### config.mk
export PLATFORM = sky130hd
export DESIGN_NAME = wb_arbiter_flat
export DESIGN_NICKNAME = d
export VERILOG_FILES = /design/src/rtl/wb_arbiter_if.sv /design/src/rtl/wb_arbiter.sv /design/src/flat_wrapper.sv
export SDC_FILE = /design/constraint.sdc
export NUM_CORES = 1
export LEC_CHECK = 0
export CAP_MARGIN = 20
export CORE_MARGIN = 2
export CORE_UTILIZATION = 40
export CTS_BUF_LIST = sky130_fd_sc_hd__clkbuf_16
export CTS_CLUSTER_SIZE = 8
export DETAILED_ROUTE_END_ITERATION = 12
export PLACE_DENSITY = 0.67
export SETUP_SLACK_MARGIN = 0.02
export SKIP_LAST_GASP = 1
export SLEW_MARGIN = 20
export SYNTH_ARGS = -nofsm -noshare
export SYNTH_HDL_FRONTEND = slang
export SYNTH_SLANG_ARGS = --single-unit
### constraint.sdc
create_clock -name clk -period 2.5 [get_ports clk]
set_input_delay 0.375 -clock clk [delete_from_list [all_inputs] [get_ports clk]]
set_output_delay 0.375 -clock clk [all_outputs]
set_load 0.01 [all_outputs]
### src/rtl/wb_arbiter_if.sv
`default_nettype none
// ============================================================================
// Module      : wb_arbiter_if
// Description : Bus bundle between the writeback arbiter, the pipeline, the
//               multi-cycle unit and the register file write port.
// Revision    : 1.0 - initial release
// ============================================================================
interface wb_arbiter_if;
    logic        pipe_valid;
    logic [4:0]  pipe_rd;
    logic [31:0] pipe_data;
    logic        pipe_stall;
    logic        mc_valid;
    logic        mc_ready;
    logic [4:0]  mc_rd;
    logic [31:0] mc_data;
    logic [4:0]  rsW;
    logic [31:0] dataW;
    logic        RegWEn;
    logic [31:0] pend_mask;

    modport slave (
        input  pipe_valid, pipe_rd, pipe_data, mc_valid, mc_rd, mc_data,
        output pipe_stall, mc_ready, rsW, dataW, RegWEn, pend_mask
    );

    modport master (
        output pipe_valid, pipe_rd, pipe_data, mc_valid, mc_rd, mc_data,
        input  pipe_stall, mc_ready, rsW, dataW, RegWEn, pend_mask
    );
endinterface
`default_nettype wire

### src/rtl/wb_arbiter.sv
`default_nettype none
// ============================================================================
// Module      : wb_arbiter
// Description : Register file write-port arbiter merging pipeline results with
//               FIFO-buffered multi-cycle results, with a starvation guard.
// Revision    : 1.0 - initial release
// ============================================================================
module wb_arbiter #(
    parameter int DEPTH        = 4,
    parameter int STARVE_LIMIT = 8
) (
    input  logic         clk,
    input  logic         rst,
    wb_arbiter_if.slave  bus
);

    localparam int c_AW = $clog2(DEPTH);
    localparam int c_CW = c_AW + 1;
    localparam int c_GW = $clog2(STARVE_LIMIT + 1);
    localparam logic [c_CW-1:0] c_FULL    = c_CW'(DEPTH);
    localparam logic [c_GW-1:0] c_AGE_MAX = c_GW'(STARVE_LIMIT);

    logic [4:0]       r_fifo_rd   [DEPTH];
    logic [31:0]      r_fifo_data [DEPTH];
    logic [DEPTH-1:0] r_vld;
    logic [c_AW-1:0]  r_wr_ptr;
    logic [c_AW-1:0]  r_rd_ptr;
    logic [c_CW-1:0]  r_count;
    logic [c_GW-1:0]  r_age;

    logic        w_nonempty;
    logic        w_starve;
    logic        w_pipe_wr;
    logic        w_pop;
    logic        w_push;
    logic [31:0] w_pend;

    assign w_nonempty = (r_count != '0);
    assign w_starve   = w_nonempty && (r_age >= c_AGE_MAX);
    assign w_pipe_wr  = !w_starve && bus.pipe_valid && (bus.pipe_rd != 5'd0);
    // The head drains whenever the pipeline is not claiming the port.
    assign w_pop      = w_nonempty && !w_pipe_wr && !rst;
    assign w_push     = bus.mc_valid && bus.mc_ready && (bus.mc_rd != 5'd0);

    assign bus.mc_ready   = !rst && (r_count != c_FULL);
    assign bus.pipe_stall = !rst && w_starve;
    assign bus.RegWEn     = !rst && (w_pipe_wr || w_pop);
    assign bus.rsW        = w_pipe_wr ? bus.pipe_rd   : r_fifo_rd[r_rd_ptr];
    assign bus.dataW      = w_pipe_wr ? bus.pipe_data : r_fifo_data[r_rd_ptr];
    assign bus.pend_mask  = rst ? 32'd0 : w_pend;

    always_comb begin
        w_pend = 32'd0;
        for (int i = 0; i < DEPTH; i++) begin
            if (r_vld[i]) begin
                w_pend[r_fifo_rd[i]] = 1'b1;
            end
        end
    end

    always_ff @(posedge clk) begin
        if (w_push) begin
            r_fifo_rd[r_wr_ptr]   <= bus.mc_rd;
            r_fifo_data[r_wr_ptr] <= bus.mc_data;
        end
    end

    always_ff @(posedge clk) begin
        if (rst) begin
            r_wr_ptr <= '0;
            r_rd_ptr <= '0;
            r_count  <= '0;
            r_age    <= '0;
            r_vld    <= '0;
        end else begin
            if (w_push) begin
                r_wr_ptr        <= r_wr_ptr + c_AW'(1);
                r_vld[r_wr_ptr] <= 1'b1;
            end
            if (w_pop) begin
                r_rd_ptr        <= r_rd_ptr + c_AW'(1);
                r_vld[r_rd_ptr] <= 1'b0;
            end
            case ({w_push, w_pop})
                2'b10:   r_count <= r_count + c_CW'(1);
                2'b01:   r_count <= r_count - c_CW'(1);
                default: r_count <= r_count;
            endcase
            // Age tracks how long the current head has been waiting.
            if (!w_nonempty || w_pop) begin
                r_age <= '0;
            end else if (r_age < c_AGE_MAX) begin
                r_age <= r_age + c_GW'(1);
            end
        end
    end

endmodule
`default_nettype wire

### src/flat_wrapper.sv
// flat-port wrapper written by rule: the top's interface ports become plain ports
module wb_arbiter_flat 
#(
    parameter int DEPTH        = 4,
    parameter int STARVE_LIMIT = 8
)
  (clk, rst, bus_pipe_valid, bus_pipe_rd, bus_pipe_data, bus_mc_valid, bus_mc_rd, bus_mc_data, bus_pipe_stall, bus_mc_ready, bus_rsW, bus_dataW, bus_RegWEn, bus_pend_mask);
  wb_arbiter_if bus_i ();
  input  logic clk;
  input  logic rst;
  input wire logic [$bits(bus_i.pipe_valid)-1:0] bus_pipe_valid;
  input wire logic [$bits(bus_i.pipe_rd)-1:0] bus_pipe_rd;
  input wire logic [$bits(bus_i.pipe_data)-1:0] bus_pipe_data;
  input wire logic [$bits(bus_i.mc_valid)-1:0] bus_mc_valid;
  input wire logic [$bits(bus_i.mc_rd)-1:0] bus_mc_rd;
  input wire logic [$bits(bus_i.mc_data)-1:0] bus_mc_data;
  output wire logic [$bits(bus_i.pipe_stall)-1:0] bus_pipe_stall;
  output wire logic [$bits(bus_i.mc_ready)-1:0] bus_mc_ready;
  output wire logic [$bits(bus_i.rsW)-1:0] bus_rsW;
  output wire logic [$bits(bus_i.dataW)-1:0] bus_dataW;
  output wire logic [$bits(bus_i.RegWEn)-1:0] bus_RegWEn;
  output wire logic [$bits(bus_i.pend_mask)-1:0] bus_pend_mask;
  assign bus_i.pipe_valid = bus_pipe_valid;
  assign bus_i.pipe_rd = bus_pipe_rd;
  assign bus_i.pipe_data = bus_pipe_data;
  assign bus_i.mc_valid = bus_mc_valid;
  assign bus_i.mc_rd = bus_mc_rd;
  assign bus_i.mc_data = bus_mc_data;
  assign bus_pipe_stall = bus_i.pipe_stall;
  assign bus_mc_ready = bus_i.mc_ready;
  assign bus_rsW = bus_i.rsW;
  assign bus_dataW = bus_i.dataW;
  assign bus_RegWEn = bus_i.RegWEn;
  assign bus_pend_mask = bus_i.pend_mask;
  wb_arbiter #(.DEPTH(DEPTH), .STARVE_LIMIT(STARVE_LIMIT)) u_core (.clk(clk), .rst(rst), .bus(bus_i));
endmodule
======== Yosys cells after proc, flatten, opt, wreduce, memory -nomap -nowiden ========
Memories as Yosys holds them, arrays and structs flattened. A register that Yosys moved wholly into a read port is not among the register bits.
Index checks and enable logic that the tools add are counted.
cells by class
  $add $sub $neg .......................... 5
  $lt $le $gt $ge ......................... 14
  eq/ne operators ......................... 3
  mux-type cells .......................... 29
  bitwise operators ....................... 6
  reduce and logical (&&, ||, !) cells .... 27
operators by type and width
  cell                                                                                  number
  32-bit two-way mux                                                                    6
  32-bit OR                                                                             3
  5-bit by 6-bit less-than comparator with 1-bit output (second input constant)         4
  1-bit demux with 5-bit select                                                         4
  5-bit by 1-bit greater-or-equal comparator with 1-bit output (second input constant)  4
  1-bit logical AND                                                                     16
  4-bit two-way mux                                                                     3
  5-bit nonzero test                                                                    2
  1-bit two-way mux                                                                     8
  2-bit two-way mux                                                                     4
  2-bit by 3-bit less-than comparator with 1-bit output (second input constant)         2
  3-bit one-hot mux with 2 select lines                                                 1
  5-bit two-way mux                                                                     1
  2-bit by 1-bit adder with 2-bit output (second input constant)                        2
  4-bit by 1-bit adder with 4-bit output (second input constant)                        1
  4-bit bitwise AND                                                                     1
  1-bit demux with 2-bit select                                                         2
  2-bit by 1-bit greater-or-equal comparator with 1-bit output (second input constant)  2
  4-bit greater-or-equal comparator (second input constant)                             1
  1-bit logical NOT                                                                     4
  4-bit less-than comparator (second input constant)                                    1
  4-bit NOT                                                                             1
  4-bit OR                                                                              1
  3-bit by 1-bit adder with 3-bit output (second input constant)                        1
  8 further kinds                                                                       9
word-level totals
  bits in registers ....................... 15
  RAM bits ................................ 148
  input port bits ......................... 78
  output and inout bits ................... 72
  word-level logic and storage cells ...... 91
  memories ................................ 2
memory list
  memory              depth  bits a word  rd ports  clocked after memory_dff  wr ports  RTL line          source
  u_core.r_fifo_data  4      32           1         1                         1         wb_arbiter.sv:24  logic [31:0] r_fifo_data [DEPTH];
  u_core.r_fifo_rd    4      5            5         1                         1         wb_arbiter.sv:23  logic [4:0] r_fifo_rd [DEPTH];

======== Longest topological paths before layout ========
  word-level depth ........................ 12
  mapped depth ............................ 9
  mapped depth without buffers ............ 9

======== Least setup slack after synthesis ========
No wires, ideal clock.
  path kind ............................... input to register
  start point ............................. input port bus_pipe_rd[1]
  end point ............................... register u_core.r_count[2]
  library setup time ...................... 70 ps
  arrival ................................. 2575 ps
  data required time ...................... 2430 ps
  setup slack ............................. -145 ps
  stages on the path ...................... 9
  path buffers ............................ 0
  cell sequence ........................... or4_4 o211a_1 nor3_2 ha_1 inv_1 fa_1 xor2_1 or3_1 a21oi_1
between the ends
  cells in the longest elaborated chain, start to end .. 7
  elaborated cells on any way between the ends .. 9
  classes of those cells .................. eq/ne: 2; mux: 1; reduce/logical: 6
ends and longest elaborated chain
  what                                                                                RTL line            source
  from (decl)                                                                         flat_wrapper.sv:12  input wire logic [$bits(bus_i.pipe_rd)-1:0] bus_pipe_rd;
  5-bit nonzero test *                                                                wb_arbiter.sv:40    assign w_pipe_wr = !w_starve && bus.pipe_valid && (bus.pipe_rd != 5'd0);
  1-bit logical AND *                                                                 wb_arbiter.sv:40
  1-bit logical NOT *                                                                 wb_arbiter.sv:42    assign w_pop = w_nonempty && !w_pipe_wr && !rst;
  1-bit logical AND * (2 in series)                                                   wb_arbiter.sv:42
  net u_core.w_pop                                                                    wb_arbiter.sv:34    logic w_pop;
  2-bit by 1-bit == test with 1-bit output / 2-bit == test (equally long branches)    wb_arbiter.sv:84    case ({w_push, w_pop})
  3-bit one-hot mux with 2 select lines / 2-bit nonzero test (equally long branches)  -
  to (signal assigned)                                                                wb_arbiter.sv:85    2'b10: r_count <= r_count + c_CW'(1);
  to (signal assigned)                                                                wb_arbiter.sv:86    2'b01: r_count <= r_count - c_CW'(1);
  to (signal assigned)                                                                wb_arbiter.sv:87    default: r_count <= r_count;
  to (decl)                                                                           wb_arbiter.sv:28    logic [c_CW-1:0] r_count;
The timed path passes the listed nets; every way through them passes the cells marked *.
A chain may end at the register's enable or synchronous reset.

==> impl_results.md <==
- Relative max-transition margin: 0.7739
- Pleak: 4.207 nW
- FF+latch count, synth: 165
- Share of the synthesized area in the top cell type: 0.5680
- Max-slew violations: 0
- Number of fill cells: 1499
- Core region area: 0.01933 mm²
- Buf+Inv Stages, Crit Path: 2
- Critical path fanouts, max: 5
- Post-Syn Area: 0.007824 mm²
- Detailed Routing Iterations Pass 1: 5
- Top cells by count, synth: 148 x edfxtp_1, 44 x a21oi_1, 41 x nor2_1
- Setup violations, final: 4
- TritonCTS clock tree: built
- Peak supply drop: 0.4070 mV
- Drt wl/cell: 20.67 µm
- Internal: 5.129 mW
- Worst skew pair latency: 0.42 ns
- Syn Area/Cell: 14.93 µm²
- Final nets: 871
- Hold WC Path Type: reg2reg
- Final hold vios: 0
- Storage cell area: 0.004797 mm²
- Nature of the critical path endpoint: output pin
- Routed vias/inst: 5.432
- First-pass GRT wire length: 32.89 mm
- Post-Syn Instances: 524
- Status: finished with violations
- Fraction of registers with async set/reset: 0
- Finished Layout Cells: 1059
- Cells after DPL: 965
- Combinational share of power: 0.178
- Tot GR Track Use: 0.2144
- CTS Sinks: 165
- Final worst-path cycle share: 1.040
- Longest Clk Path Bufs: 2
- Routed vias: 5753
- Slew @ Worst Pin: 0.3388 ns
- CTS Root Cell: clkbuf_16
- Post-synth top area cell: edfxtp_1
- Worst slack, placed: -0.6852 ns
- P&R area growth vs syn: 45.34%
- RSZ-0062 raised after global routing: yes
- CTS clk-pin slew, worst paths: 0.05 ns
- CP max stage delay: 0.55 ns
- Pwr/cell area: 586.3 mW/mm²
- Num CTS Buffers: 17
- Top-count cell post-synth: edfxtp_1
- Max stage delay cell, worst path: clkdlybuf4s50_1
- Die span in y: 143.9 µm
- Sw Pwr: 1.537 mW
- YS warnings: 0
- Critical Path, Cell by Cell: buf_4, nor3b_4, a22oi_1, a21oi_1, clkdlybuf4s50_1
- Top-Level Pins: 150
- Crit path kind: reg2out
- Design Power: 6.666 mW
- Clock Skews: 0.009979 ns
- Netlist cell types: 43
- Post-synth EDFFs: 148
- Sequential area share after synthesis: 0.6115
- # DRC: 0
- Main synth FF type: edfxtp_1
- H-tree level count: 4
- Setup TNS: -0.2460 ns
- Post-DRT Antenna Nets: 0
- Overflow left after global routing: 0
- Worst Path Required: 2.12 ns
- # port buffers: 149
- CP top delay family: buffers and inverters
- HPWL after DPL: 14.25 mm
- # diodes: 0
- Max_cap viols: 0
- Initial antenna violation count: 0
- Part of the power in the clock network: 0.347
- Die width: 143.9 µm
- Initial Util: 0.4046
- Post-Route WL: 21.89 mm
- Routability Congestion: 0.8737
- Syn_nets: 614
- Cell Rows: 51
- Worst setup SP type: flop
- Vias in the first global route: 5764
- Footprint of the multi-input gates: 0.003123 mm²
- Initial DRC Count: 438
- Final WS setup: -0.1011 ns
- Reg power frac: 0.475
- Final hold slack: 0.5064 ns
- Full die area: 0.02069 mm²
- Layout cells sized above 1: 0.3879
- Crit path DAT: 2.23 ns
- Ranking of synthesized cells by area: edfxtp_1 57%, mux4_2 11%, dfxtp_1 4.3%
- FMAX: 384.5 MHz
- Largest net degree at the start of global routing: 50
- Net Sw Frac: 0.2305
- # hold bufs at CTS: 0
- Failing checks: negative setup slack
- Min Tclk post-route: 2.601 ns
flip-flops by register name, indices dropped and copies added, names as in the netlist, named ones only:
| name | cells |
|---|---|
| u_core.r_fifo_data | 128 |
| u_core.r_fifo_rd | 20 |
| u_core.r_age | 4 |
| u_core.r_vld | 4 |
| u_core.r_count | 3 |
| u_core.r_rd_ptr | 2 |
| u_core.r_wr_ptr | 2 |
layout make-up:
cell class              instances  share of cell area
flip-flops and latches        165              0.4219
multi-input cells             320              0.2746
repair buffers                266              0.2241
clock buffers                  17             0.03741
well taps                     265             0.02916
clock inverters                15            0.009133
inverters                      11            0.003631
per-stage QoR:
stage | instance area, µm² | util
floorplan | 7830 | -
global placement | 10070 | 0.5210
detailed placement | 10070 | 0.5210
CTS | 11020 | 0.5701
global route | 11370 | 0.5881
finish | 11370 | 0.5881
timing repair:
item | in CTS | in global routing
pin swaps | 4 | 6
setup buffers | 43 | 17
cloned | 5 | 0
endpoints found under the setup margin | 72 | 61
gates resized for setup | 242 | 94
cells in the final DEF, fill, tap and decap left out, types with 4 or more instances in the layout:
master           instances
edfxtp_1               148
buf_4                   87
clkdlybuf4s50_1         77
a21oi_1                 41
a22oi_1                 38
mux4_2                  37
buf_6                   37
nor2_1                  35
mux2_4                  26
buf_2                   18
clkbuf_16               17
inv_1                   15
dlygate4sd2_1           13
nand2_1                 11
dfxtp_1                 11
nor3b_1                 10
ha_1                    10
buf_12                  10
nand3b_1                 9
mux2_1                   8
clkbuf_2                 8
nor2_2                   7
dlymetal6s2s_1           7
nor3_1                   6
nand3_1                  5
mux2_2                   5
nor2b_1                  5
buf_16                   5
nor3b_2                  4
and3_1                   4
o22ai_1                  4
a221oi_2                 4
and2_2                   4
a2bb2oi_1                4
dfxtp_2                  4
final timing paths:
| kind | startpoint | endpoint | slack, ns | depth (start not counted) |
|---|---|---|---|---|
| worst min-delay path | u_core.r_age[2]$_SDFFE_PP0N_ | u_core.r_age[3]$_SDFFE_PP0N_ | 0.51 | 2 |
| worst max-delay path | u_core.r_fifo_rd[2][4]$_DFFE_PP_ | bus_pend_mask[6] | -0.10 | 5 |
| worst min register to register | u_core.r_age[2]$_SDFFE_PP0N_ | u_core.r_age[3]$_SDFFE_PP0N_ | 0.51 | 2 |
| worst max register to register | u_core.r_count[1]$_SDFFE_PP0P_ | u_core.r_count[2]$_SDFFE_PP0P_ | 0.36 | 9 |
routing by layer:
layer / wire length, µm / track usage / up-vias / part of all wire
li1: - / - / 2614 / -
met1: 9130 / 0.2728 / 2873 / 0.42
met2: 11110 / 0.3637 / 234 / 0.51
met3: 1252 / 0.04998 / 32 / 0.057
met4: 400 / 0.06914 / 0 / 0.018
met5: 0 / 0 / - / 0
tightest hold or removal path: cells and delay by family (launching register included):
| family | cells | cell delay (ns) |
|---|---|---|
| flip-flops | 1 | 0.32 |
| AND/OR/NAND/NOR | 1 | 0.08 |
| AO/OA/AOI/OAI | 1 | 0.06 |
cells by family (layout without fill, tap and decap cells):
family | after synthesis | after routing | synth area share
buffers and inverters | 39 | 309 | 0.02271
flip-flops | 165 | 165 | 0.6115
AND/OR/NAND/NOR | 121 | 121 | 0.08716
XOR/XNOR | 5 | 5 | 0.005598
adder cells (fa/ha/maj) | 12 | 12 | 0.02015
multiplexers | 78 | 78 | 0.1652
AO/OA/AOI/OAI | 104 | 104 | 0.08764
power groups by stage:
stage	registers (mW)	logic (mW)	clock network [mW]
after global placement	3.21	1.02	0
after detailed placement	3.22	1.03	0
after CTS	3.16	1.10	2.35
final	3.16	1.19	2.31
after floorplan	3.19	0.528	0
after global routing	3.17	1.26	2.48
Note: power is estimated with default switching activity, not from simulation.
